## src/rtl/demux_1to8_b32.sv

```systemverilog
// demux_1to8_b32: registered 1-to-8 steering demux for 32-bit words.
// One valid/ready producer feeds eight single-entry holding lanes.
//
// Ports:
//   clk          rising-edge clock
//   reset        synchronous active-high reset
//   in_valid     producer offers in_data for lane sel
//   in_ready     the offered word will be taken this cycle
//   sel[2:0]     destination lane
//   in_data      word to route
//   out_valid[k] lane k holds a word
//   out_ready[k] consumer k takes lane k's word this cycle
//   out_data     lane k word at [32k+31:32k]
//   accept_count words accepted since reset (wraps at 16 bits)
module demux_1to8_b32 (
    input  logic         clk,
    input  logic         reset,
    input  logic         in_valid,
    output logic         in_ready,
    input  logic [2:0]   sel,
    input  logic [31:0]  in_data,
    output logic [7:0]   out_valid,
    input  logic [7:0]   out_ready,
    output logic [255:0] out_data,
    output logic [15:0]  accept_count
);

    logic [7:0]  valid_q;
    logic [7:0]  valid_d;
    logic [31:0] data_q [8];
    logic [15:0] cnt_q;
    logic [15:0] cnt_d;
    logic        accept;
    logic [7:0]  load;

    // A lane can take a new word if it is empty or being drained
    // in the same cycle, so pass-through needs no bubble.
    always_comb begin
        in_ready = !reset && (!valid_q[sel] || out_ready[sel]);
        accept   = in_valid && in_ready;
        load     = 8'h00;
        if (accept) begin
            load = 8'h01 << sel;
        end
        // Drain clears, load sets; load wins on the same lane.
        valid_d = (valid_q & ~out_ready) | load;
        cnt_d   = cnt_q + {15'd0, accept};
    end

    always_ff @(posedge clk) begin
        if (reset) begin
            valid_q <= 8'h00;
            cnt_q   <= 16'h0000;
            for (int k = 0; k < 8; k++) begin
                data_q[k] <= 32'h0;
            end
        end else begin
            valid_q <= valid_d;
            cnt_q   <= cnt_d;
            for (int k = 0; k < 8; k++) begin
                if (load[k]) begin
                    data_q[k] <= in_data;
                end
            end
        end
    end

    always_comb begin
        out_data = '0;
        for (int k = 0; k < 8; k++) begin
            out_data[32*k +: 32] = data_q[k];
        end
    end

    assign out_valid    = valid_q;
    assign accept_count = cnt_q;

endmodule

```

## config.mk

```make
export PLATFORM = sky130hd
export DESIGN_NAME = demux_1to8_b32
export DESIGN_NICKNAME = d
export VERILOG_FILES = /design/src/rtl/demux_1to8_b32.sv
export SDC_FILE = /design/constraint.sdc
export NUM_CORES = 1
export LEC_CHECK = 0
export ABC_AREA = 1
export BUFFER_PORTS_ARGS = -buffer_cell sky130_fd_sc_hd__buf_2
export CAP_MARGIN = 20
export CORE_UTILIZATION = 41
export CTS_CLUSTER_DIAMETER = 50
export DETAILED_ROUTE_END_ITERATION = 7
export PLACE_DENSITY = 0.67
export REMOVE_ABC_BUFFERS = 1
export SYNTH_ARGS = -nofsm -noshare
export SYNTH_HDL_FRONTEND = slang
export SYNTH_SLANG_ARGS = --single-unit
```

## constraint.sdc

```tcl
create_clock -name clk -period 3.81 [get_ports clk]
set_input_delay 0.1905 -clock clk [delete_from_list [all_inputs] [get_ports clk]]
set_output_delay 0.1905 -clock clk [all_outputs]
set_load 0.02 [all_outputs]
```

=== Word-level counts from Yosys, hierarchy flattened ===
Memories as Yosys holds them, arrays and structs flattened.
Index checks and enable logic that the tools add are counted.

* Bits in registers: 24
* Bits in latches: 0
* RAM bits: 256
* Bits in read-only memories: 0
* Bits of input ports: 46
* Output and inout port bits: 281
* Logic and storage cells: 61
* Memories kept: 1

* $add $sub $neg: 1
* Multiply operators: 0
* Divide/modulo/power cells: 0
* Order comparisons: 1
* Equality and inequality tests: 0
* Shift operators: 1
* Multiplexer cells: 39
* Bitwise gates (word level): 11
* Reduce and logical (&&, ||, !) cells: 5

{| class="wikitable"
|+ Memories
! name !! depth !! bits a word !! read ports !! clocked after memory_dff !! wr ports !! line !! source
|-
| data_q || 8 || 32 || 8 || 0 || 8 || 30 || <nowiki>logic [31:0] data_q [8];</nowiki>
|}

{| class="wikitable"
|+ Operators by type and width
! cell !! number
|-
| two-way mux 32 bit || 8
|-
| two-way mux 1 bit || 28
|-
| adder 16 x 1 -> 16 bit || 1
|-
| bitwise AND 8 bit || 1
|-
| two-way mux 8 bit || 1
|-
| NOT 8 bit || 1
|-
| bitwise OR 1 bit || 8
|-
| bitwise OR 8 bit || 1
|-
| left shift 1 x 3 -> 8 bit (first input constant) || 1
|-
| binary-select mux 1 bit (select 3 bit) || 2
|-
| < comparator 3 x 4 -> 1 bit (second input constant) || 1
|-
| logical AND 1 bit || 2
|-
| zero test 1 bit || 2
|-
| logical OR 1 bit || 1
|}

=== Logic depth before layout (Yosys ltp) ===
* Word-level depth: 11
* Mapped depth: 21
* Mapped depth without buffers: 20

=== Worst setup path before layout ===
Ideal clock, no wire load.

* Path type: input to register
* Start point: input sel[0]
* End point: register cnt_q[13], in the netlist accept_count[13]
* Library setup time: 0.117 ns
* Data arrival time: 2.456 ns
* Required time: 3.693 ns
* Slack: 1.237 ns
* Stages: 18
* Buffers on the path: 1
* Path through: buf_6 -> nor2_1 -> nand2_1 -> nand3_1 -> nor2_1 -> a21oi_4 -> nand2_1 -> inv_1 -> nand2_1 -> inv_1 -> ha_1 -> nand3_1 -> nor2_1 -> nand2_1 -> nor3_1 -> nand3_1 -> o21ai_0 -> nor2_1

* Cells in the longest elaborated chain, start to end: 7
* Elaborated cells on any way between the ends: 9
* Those cells by class: 1 x add/sub; 4 x mux; 4 x reduce/logical

{| class="wikitable"
|+ RTL lines
! what !! line !! source
|-
| from (decl) || 20 || <nowiki>input logic [2:0] sel,</nowiki>
|-
| binary-select mux 1 bit (select 3 bit) || 39 || <nowiki>in_ready = !reset && (!valid_q[sel] || out_ready[sel]);</nowiki>
|-
| two-way mux 1 bit (implied by the code) || 39 ||
|-
| zero test 1 bit || 39 ||
|-
| logical OR 1 bit (*) || 39 ||
|-
| logical AND 1 bit (*) || 39 ||
|-
| named net in_ready || 19 || <nowiki>output logic in_ready,</nowiki>
|-
| logical AND 1 bit (*) || 40 || <nowiki>accept = in_valid && in_ready;</nowiki>
|-
| adder 16 x 1 -> 16 bit (*) || 47 || <nowiki>cnt_d = cnt_q + {15'd0, accept};</nowiki>
|-
| to (signal assigned) || 59 || <nowiki>cnt_q <= cnt_d;</nowiki>
|-
| to (decl) || 31 || <nowiki>logic [15:0] cnt_q;</nowiki>
|}

The timed path passes the listed nets; every way through them passes the cells marked *. The select of a mux whose other input is x is not followed.
A chain may end at the register's enable or synchronous reset.

=== Worst setup path in the final report ===
* Start point: register valid_q[2], in the netlist out_valid[2]
* End point: register cnt_q[13], in the netlist accept_count[13]

* Cells in the longest elaborated chain, start to end: 7

{| class="wikitable"
|+ RTL lines
! what !! line !! source
|-
| from (decl) || 28 || <nowiki>logic [7:0] valid_q;</nowiki>
|-
| from (signal assigned) || 58 || <nowiki>valid_q <= valid_d;</nowiki>
|-
| binary-select mux 1 bit (select 3 bit) || 39 ||
|-
| two-way mux 1 bit (implied by the code) || 39 ||
|-
| zero test 1 bit || 39 ||
|-
| logical OR 1 bit || 39 ||
|-
| logical AND 1 bit || 39 ||
|-
| logical AND 1 bit || 40 ||
|-
| adder 16 x 1 -> 16 bit || 47 ||
|}

No other way between the ends. The select of a mux whose other input is x is not followed.

==> flow_summary.json <==
{
  "status": "completed",
  "fin_cells": 1423,
  "clkPwrFrac_pct": 38.2,
  "row_count": 57,
  "synthCells": 727,
  "min_period_ps": 2630,
  "clock-root-buffer": "clkbuf_16",
  "ys_ff_latch": 280,
  "avgSynthCellArea_sq_um": 14.0,
  "synth.top_cell.area_share_pct": 75.7,
  "layout_commonest_cell": "buf_2",
  "path_class": "flop to flop",
  "fin_setup_tns_ps": 0,
  "die-area_sq_mm": 0.0254,
  "maxCapViolCount": 0,
  "syn2layout_area_growth_pct": 28.4,
  "cts.htree.levels": 1,
  "path_max_fanout": 9,
  "first_global_vias": 6608,
  "register_area_sq_mm": 0.00817,
  "cpMaxStageDelayCell": "nor3_1",
  "hp-class": "input port to flop",
  "p_switching_mw": 1.70,
  "cts_tree": "built",
  "antenna_found_initial": 1,
  "combinationalPowerShare_pct": 10.0,
  "ant_nets": 0,
  "hold_viol": 0,
  "ys_seq_area_share_pct": 80.4,
  "p_sw_share_pct": 24.5,
  "arrival_ps": 3060,
  "clkLatencyLatePin_ps": 540,
  "die_x_um": 159,
  "final_cell_mix": "326 x buf_2, 256 x edfxtp_1, 249 x nor2_1",
  "synthTopCellsByArea": "edfxtp_1 76%, nor2_1 9.2%, dfxtp_1 4.7%",
  "power.internal_mw": 5.26,
  "via_count": 6791,
  "rrSetupSlack_ps": 1180,
  "num-nets-final": 1125,
  "fin_skew_ps": 10.4,
  "rsz0062_at_grt": "no",
  "multi_input_area_sq_mm": 0.00153,
  "drt_iter0_drc": 437,
  "hpwl_um": 16900,
  "routed_via_density": 4.77,
  "endpoint_kind": "flop",
  "setup_viol": 0,
  "dr.pass1.iters": 6,
  "yosysTopAreaCell": "edfxtp_1",
  "synth_area_sq_mm": 0.0102,
  "hold_ws_ps": 43.4,
  "post-route-period-util_pct": 69.1,
  "power_frac_seq_pct": 51.8,
  "yosysWarnings": 0,
  "grt_max_degree": 34,
  "p_leak_nw": 5.52,
  "gr-total-overflow": 0,
  "cts_max_path_buffers": 3,
  "cts_made_buffers": 29,
  "r2r_cells": 17,
  "fillCellCount": 2093,
  "core_sq_mm": 0.0243,
  "totalWireLength_um": 26700,
  "design.portCount": 327,
  "dp.cells": 1362,
  "start_kind": "flop",
  "cp_cell_sequence": "nand2_1 > nand2_1 > nand2_1 > nand2_1 > a21oi_4 > nand2_1 > inv_1 > nand2_1 > inv_1 > ha_1 > nand3_1 > nor2_1 > nand2_1 > nor3_1 > nand3_1 > o21ai_0 > nor2_1",
  "grt_pass1_wl_um": 39300,
  "worstPathRequired_ps": 4240,
  "max_slew_margin_pct": 27.1,
  "slowest_delay_ps": 420,
  "p_per_area_mw_per_mm2": 534,
  "drc_errors": 0,
  "post_drt_wl_per_cell_um": 18.7,
  "slew_viol_final": 0,
  "finalWeightedCongestion": 0.824,
  "worst_slew_pin_slew_ps": 1090,
  "clock_sinks": 280,
  "port_buffers": 326,
  "grt_util_all_layers_pct": 20.6,
  "max-vdd-ir-drop_uv": 266,
  "max_freq_mhz": 380,
  "clk_pin_slew_ps": 60,
  "ys_types": 22,
  "die_y_um": 159,
  "start_util_pct": 41.8,
  "drive_gt1_share_pct": 36.1,
  "worst_path_most_repeated_cell": "nand2_1",
  "hold_depth": 3
}
[logic make-up (layout without fill, tap and decap cells)]
group	after synthesis	count (layout)	share of synthesized area, %
compound gates	25	25	1.37
buf+inv	90	461	4.74
simple gates	328	328	13.0
flops	280	280	80.4
other cells	0	1	0
fa+ha+maj	2	2	0.246
xor+xnor	2	2	0.173
[cells in the mapped netlist, drive strengths merged]
cell    instances
edfxtp        256
nor2          250
inv            63
nand2          49
dfxtp          24
buf            21
a21oi          17
nand4          11
nand3          10
nor3            8
o21ai           7
clkbuf          6
ha              2
a211oi          1
xnor2           1
xor2            1
[flip-flops by register name, indices dropped and copies added, names as in the netlist]
| register | flops |
|---|---|
| data_q | 256 |
| out_valid | 8 |
| accept_count | 16 |
[critical path, delay by kind of cell (launching register included)]
family                     cells  cell delay (ps)
and+or+nand+nor               12             1410
AOI/OAI and AO/OA              2              510
DFF                            1              330
adders and majority gates      1              160
buffers and inverters          2              130
[power by group through the flow]
stage	Combinational (mW)	Sequential, mW	Clock [mW]
finish	0.697	3.61	2.66
floorplan	0.117	3.93	0
global route	0.736	3.63	2.82
CTS	0.705	3.61	2.70
global placement	0.693	3.67	0
detailed placement	0.698	3.67	0
[cell type report]
type | count | share of cell area [%]
clock inverter | 19 | 1.21
timing repair buffer | 346 | 13.8
sequential | 280 | 62.6
antenna | 1 | 0.0192
multi-input combinational | 357 | 11.7
inverter | 63 | 1.81
tap | 324 | 3.11
clock buffer | 33 | 5.68
[timing repair]
item                      CTS  global route
buffers inserted            0             0
gates resized for setup     0             0
hold endpoints to repair    8             0
hold buffers                8             0
[routing by layer]
metal,wire [um],track usage [%],share of wire [%],up-vias
li1,-,-,-,3164
met1,11000,26.0,41,3254
met2,12900,35.4,49,333
met3,2220,5.29,8.3,40
met4,546,5.68,2.0,0
met5,0,0,0,-
[through the flow]
step	instance area (sq um)	total power [mW]	util [%]	worst slack [ps]
2_1_floorplan	9910	4.05	-	1090
3_3_place_gp	12100	4.36	49.6	1060
3_5_place_dp	12100	4.37	49.6	988
4_1_cts	13000	7.02	53.6	1180
5_1_grt	13000	7.18	53.6	787
6_report	13000	6.97	53.6	1180
[path summary, 6_finish.rpt]
check | end | startpoint
worst max-delay path | accept_count[13] | out_valid[2]
worst min-delay path | data_q[0][98] | in_data[2]
worst max register to register | accept_count[13] | out_valid[2]
worst min register to register | accept_count[14] | accept_count[14]
Power figures use the tool's default switching activity.
